$ cat config.mk
export PLATFORM = sky130hd
export DESIGN_NAME = fdivsqrt_iter_ctrl
export DESIGN_NICKNAME = d
export VERILOG_FILES = /design/src/rtl/fdivsqrt_iter_ctrl_pkg.sv /design/src/rtl/fdivsqrt_iter_cnt.sv /design/src/rtl/fdivsqrt_iter_ctrl.sv
export SDC_FILE = /design/constraint.sdc
export NUM_CORES = 1
export LEC_CHECK = 0
export ABC_AREA = 1
export CORE_MARGIN = 2
export CORE_UTILIZATION = 51
export DETAILED_ROUTE_END_ITERATION = 10
export PLACE_DENSITY = 0.85
export SLEW_MARGIN = 20
export SYNTH_ARGS = -nofsm -noshare
export SYNTH_HDL_FRONTEND = slang
export SYNTH_SLANG_ARGS = --single-unit
$ cat constraint.sdc
create_clock -name clk -period 2.4 [get_ports clk]
set_clock_uncertainty 0.05 [all_clocks]
set_input_delay 0.48 -clock clk [delete_from_list [all_inputs] [get_ports clk]]
set_output_delay 0.48 -clock clk [all_outputs]
set_load 0.05 [all_outputs]
$ cat src/rtl/fdivsqrt_iter_ctrl_pkg.sv
// Shared types and constants for the radix-2 divide/sqrt iteration controller.
// Default sizing comes from the divider configuration record.
package fdivsqrt_iter_ctrl_pkg;

  typedef struct packed {
    int unsigned DIVB;
    int unsigned CNTW;
  } divsqrt_cfg_t;

  localparam divsqrt_cfg_t DIVSQRT_CFG = '{DIVB: 56, CNTW: 6};

  typedef enum logic [1:0] {
    ST_IDLE = 2'd0,
    ST_BUSY = 2'd1,
    ST_DONE = 2'd2
  } divsqrt_state_e;

  // Upper bits of C at operation start; the remaining DIVB bits start cleared.
  localparam logic [1:0] C_INIT_HI = 2'b11;

endpackage

$ cat src/rtl/fdivsqrt_iter_cnt.sv
// Loadable down-counter with zero flag; it saturates at zero and never wraps.
module fdivsqrt_iter_cnt #(
  parameter int CNTW = 6
) (
  input  logic            clk,
  input  logic            reset,
  input  logic            load_i,
  input  logic            dec_i,
  input  logic [CNTW-1:0] load_val_i,
  output logic            zero_o
);

  logic [CNTW-1:0] cnt_q, cnt_d;

  assign zero_o = (cnt_q == '0);

  always_comb begin
    cnt_d = cnt_q;
    if (load_i)
      cnt_d = load_val_i;
    else if (dec_i && !zero_o)
      cnt_d = cnt_q - CNTW'(1);
  end

  always_ff @(posedge clk) begin
    if (reset) cnt_q <= '0;
    else       cnt_q <= cnt_d;
  end

endmodule

$ cat src/rtl/fdivsqrt_iter_ctrl.sv
// Iteration controller for the radix-2 divide/sqrt datapath: sequences init,
// iterations with early termination, and result hand-off; owns the C mask.
//
// state | meaning
// IDLE  | ready for a new operation
// BUSY  | datapath iterating, one quotient/root bit per cycle
// DONE  | result valid, waiting for downstream to take it
module fdivsqrt_iter_ctrl
  import fdivsqrt_iter_ctrl_pkg::*;
#(
  parameter int DIVB = int'(DIVSQRT_CFG.DIVB),
  parameter int CNTW = int'(DIVSQRT_CFG.CNTW)
) (
  input  logic            clk,
  input  logic            reset,
  input  logic            FlushE,
  input  logic            StartE,
  input  logic            SqrtE,
  input  logic            SpecialCaseE,
  input  logic [CNTW-1:0] Cycles,
  input  logic            WZeroE,
  input  logic            StallM,
  output logic            ReadyE,
  output logic            BusyE,
  output logic            IterEn,
  output logic            InitE,
  output logic [DIVB+1:0] C,
  output logic            SqrtOp,
  output logic            DoneM
);

  divsqrt_state_e  state_q, state_d;
  logic [DIVB+1:0] c_q, c_d;
  logic            sqrt_q, sqrt_d;
  logic            accept;
  logic            iter_active;
  logic            cnt_zero;

  // Flush and reset both block acceptance so a coincident StartE is dropped.
  assign accept      = (state_q == ST_IDLE) && StartE && !FlushE && !reset;
  assign iter_active = (state_q == ST_BUSY) && !FlushE && !reset;

  fdivsqrt_iter_cnt #(.CNTW(CNTW)) u_cnt (
    .clk        (clk),
    .reset      (reset),
    .load_i     (accept),
    .dec_i      (iter_active),
    .load_val_i (Cycles - CNTW'(1)),
    .zero_o     (cnt_zero)
  );

  always_ff @(posedge clk) begin
    if (reset) state_q <= ST_IDLE;
    else       state_q <= state_d;
  end

  always_comb begin
    state_d = state_q;
    if (FlushE) begin
      state_d = ST_IDLE;
    end else begin
      case (state_q)
        ST_IDLE: if (StartE) state_d = SpecialCaseE ? ST_DONE : ST_BUSY;
        ST_BUSY: if (cnt_zero || WZeroE) state_d = ST_DONE;
        ST_DONE: if (!StallM) state_d = ST_IDLE;
        default: state_d = ST_IDLE;
      endcase
    end
  end

  always_comb begin
    ReadyE = (state_q == ST_IDLE) && !FlushE;
    BusyE  = (state_q != ST_IDLE);
    DoneM  = (state_q == ST_DONE);
    InitE  = accept;
    IterEn = iter_active;
  end

  // Each iteration shifts in one more ones bit from the top.
  always_comb begin
    c_d    = c_q;
    sqrt_d = sqrt_q;
    if (accept) begin
      c_d    = {C_INIT_HI, {DIVB{1'b0}}};
      sqrt_d = SqrtE;
    end else if (iter_active) begin
      c_d = {1'b1, c_q[DIVB+1:1]};
    end
  end

  always_ff @(posedge clk) begin
    if (reset) begin
      c_q    <= '0;
      sqrt_q <= 1'b0;
    end else begin
      c_q    <= c_d;
      sqrt_q <= sqrt_d;
    end
  end

  assign C      = c_q;
  assign SqrtOp = sqrt_q;

endmodule
==> impl_metrics.py <==
metrics = {
    "global_routing": {
        "grt_pass1_vias": 2159,
        "grt_overflow": 0,
        "grt_first_pass_wirelength_um": 9940,
        "grt_max_degree": 58,
        "antenna_found_initial": 0,
        "grtUsageTotal_pct": 21.0,
    },
    "logic_synthesis": {
        "synth-main-ff-cell": "dfxtp_1",
        "ys_seq_area_share_pct": 49.7,
        "synthesis.area_um2": 2700,
        "synth-seq-cells": 67,
        "synth_top_cell_by_area": "dfxtp_1",
        "synth.top_cell.area_share_pct": 49.7,
        "synth_edf_count": 0,
        "ys_top_cells_by_area": "dfxtp_1 (50%), nand2_1 (20%), a21oi_1 (11%), inv_1 (3.1%), buf_2 (2.2%)",
        "async_flop_share_pct": 0,
        "ys_types": 28,
        "syn_avg_cell_area_um2": 7.48,
        "ys_warn_count": 0,
        "synth_cells": 361,
        "synth_fp_nets": 376,
    },
    "floorplan": {
        "dieArea_um2": 5890,
        "initial_core_util_pct": 52.9,
        "die_h_um": 76.8,
        "row_count": 26,
        "io_pins": 78,
        "die_w_um": 76.8,
        "core_region_area_um2": 5110,
    },
    "routing": {
        "antenna_left": 0,
        "dr.pass1.iters": 5,
        "routed_wl_um": 6140,
        "vias": 2488,
        "remaining_drc_errors": 0,
        "drt_iter0_markers": 142,
        "wl_per_cell_um": 12.1,
        "viasPerCell": 4.89,
    },
    "power_and_ir_drop": {
        "p_comb_share_pct": 11.1,
        "clkPwrFrac_pct": 38.7,
        "pwr_density_cell_nw_per_um2": 606,
        "switching_share_pct": 24.3,
        "p_leak_nw": 1.39,
        "pwr-share-seq_pct": 50.2,
        "ir_drop_uv": 348,
        "internal_power_mw": 1.71,
        "power_switching_mw": 0.549,
    },
    "finish": {
        "n_antenna_cell": 0,
        "layoutNonFillerInstCount": 509,
        "drive_gt1_share_pct": 8.66,
        "area_growth_syn_to_layout_pct": 38.2,
        "multiInputGateArea_um2": 1160,
        "final_nets": 451,
        "fin_area_um2": 3730,
        "fill_cells": 417,
        "final_util_pct": 73.1,
        "regArea_um2": 1340,
    },
    "placement": {
        "dp_slack_ps": 80.3,
        "hpwl_um": 4200,
        "portBuffers": 77,
        "place_area_um2": 3550,
        "place_inst": 495,
        "globalplace.congestion": 0.902,
    },
    "sta": {
        "tightest_slew_ps": 548,
        "rsz0062_at_grt": "false",
        "slew_headroom_pct": 63.4,
        "period_minus_slack_ps": 2330,
        "slew_violations": 0,
        "setup-violations-final": 0,
        "min_period_over_period_pct": 97.2,
        "max_freq_ghz": 0.429,
        "fin_ws_ps": 67.9,
        "tns_ps": 0,
        "finalHoldViolCount": 0,
    },
    "cts": {
        "cts-root-buf": "clkbuf_8",
        "clock_path_buffers": 2,
        "post-cts-setup-buffer-count": 0,
        "ctsResizeCount": 0,
        "clock_sinks": 67,
        "clock_latency_ps": 330,
        "tritoncts": "done",
        "htree_levels": 3,
        "clk_pin_slew_ps": 60,
        "cts_made_buffers": 9,
        "cts_hold_buf": 0,
    },
    "setup_path": {
        "critPathCaptureType": "output pin",
        "startpoint_type": "flip-flop",
        "criticalPathCategory": "reg2out",
        "worstPathArrival_ps": 1800,
        "critPathMaxFanout": 4,
        "rr_worst_depth": 9,
        "crit_required_ps": 1870,
    },
    "flow_run": {
        "maxCapViolations": 0,
    },
    "min_path": {
        "min_path_cells": 2,
        "hp-class": "reg2reg",
    },
    "run_status": {
        "status": "complete, no violations",
    },
}
## synth_stat cells, drive strengths merged, types with 3 or more instances
master,n
buf,16
nand2,146
nand4,3
inv,24
o21ai,13
nand3,12
nor2,11
a21oi,59
dfxtp,67
clkbuf,4
## worst paths after layout
check,from,end,slack [ps]
worst max-delay path,state_q[1]$_SDFFE_PP0P_,DoneM,70
worst min-delay path,C[10]$_SDFFE_PP0P_,C[9]$_SDFFE_PP0P_,430
worst max register to register,state_q[1]$_SDFFE_PP0P_,u_cnt.cnt_q[4]$_SDFFE_PP0P_,670
worst min register to register,C[10]$_SDFFE_PP0P_,C[9]$_SDFFE_PP0P_,430
## critical path: stages (launching register included)
cell	delay (ps)
dfxtp_1	420
inv_1	80
nor2_1	150
clkdlybuf4s50_1	830
## sequential cells by signal (all words and copies together), names as in the netlist
register / count
state_q: 2
SqrtOp: 1
C: 58
u_cnt.cnt_q: 6
## through the flow
stage	hold slack, ps	total power, mW
2_1_floorplan	394	1.32
3_3_place_gp	402	1.40
3_5_place_dp	416	1.41
4_1_cts	422	2.29
5_1_grt	448	2.35
6_report	426	2.26
## power groups by stage
| stage | combinational, mW | clock (mW) | sequential, mW |
|---|---|---|---|
| after floorplan | 0.155 | 0 | 1.17 |
| final | 0.251 | 0.874 | 1.14 |
| after global placement | 0.243 | 0 | 1.16 |
| after global routing | 0.273 | 0.944 | 1.14 |
| after CTS | 0.250 | 0.901 | 1.13 |
| after detailed placement | 0.249 | 0 | 1.16 |
## per-layer routing
metal,GRT usage [%],part of all wire (%),vias up
met5,0,0,-
met4,8.36,0.77,0
met3,5.88,5.2,6
met2,35.0,49,59
met1,25.7,45,1125
li1,-,-,1298
## cell type report
cell class | instances | area share (%)
Sequential cell | 67 | 35.9
Multi-Input combinational cell | 249 | 31.1
Timing Repair Buffer | 84 | 23.2
Clock buffer | 11 | 3.79
Inverter | 25 | 2.52
Tap cell | 70 | 2.35
Clock inverter | 3 | 1.07
## kinds of logic after synthesis
logic type | count (synthesis) | share of synthesized area, %
simple gates | 174 | 27.7
compound gates | 74 | 14.6
flops | 67 | 49.7
buf+inv | 45 | 7.51
fa+ha+maj | 1 | 0.463
## cell usage in the layout, fill, tap and decap left out, types with 2 or more instances in the layout
master	netlist	routed
a21oi_1	59	59
buf_12	0	4
buf_4	3	6
clkbuf_8	0	10
clkdlybuf4s50_1	0	74
clkinv_2	0	2
dfxtp_1	67	67
inv_1	22	22
inv_2	2	2
nand2_1	142	140
nand2_2	3	5
nand3_1	11	11
nand4_1	2	2
nor2_1	9	9
o21ai_0	7	7
o21ai_1	3	3
o21ai_2	2	2
(Power assumes the default switching activity.)
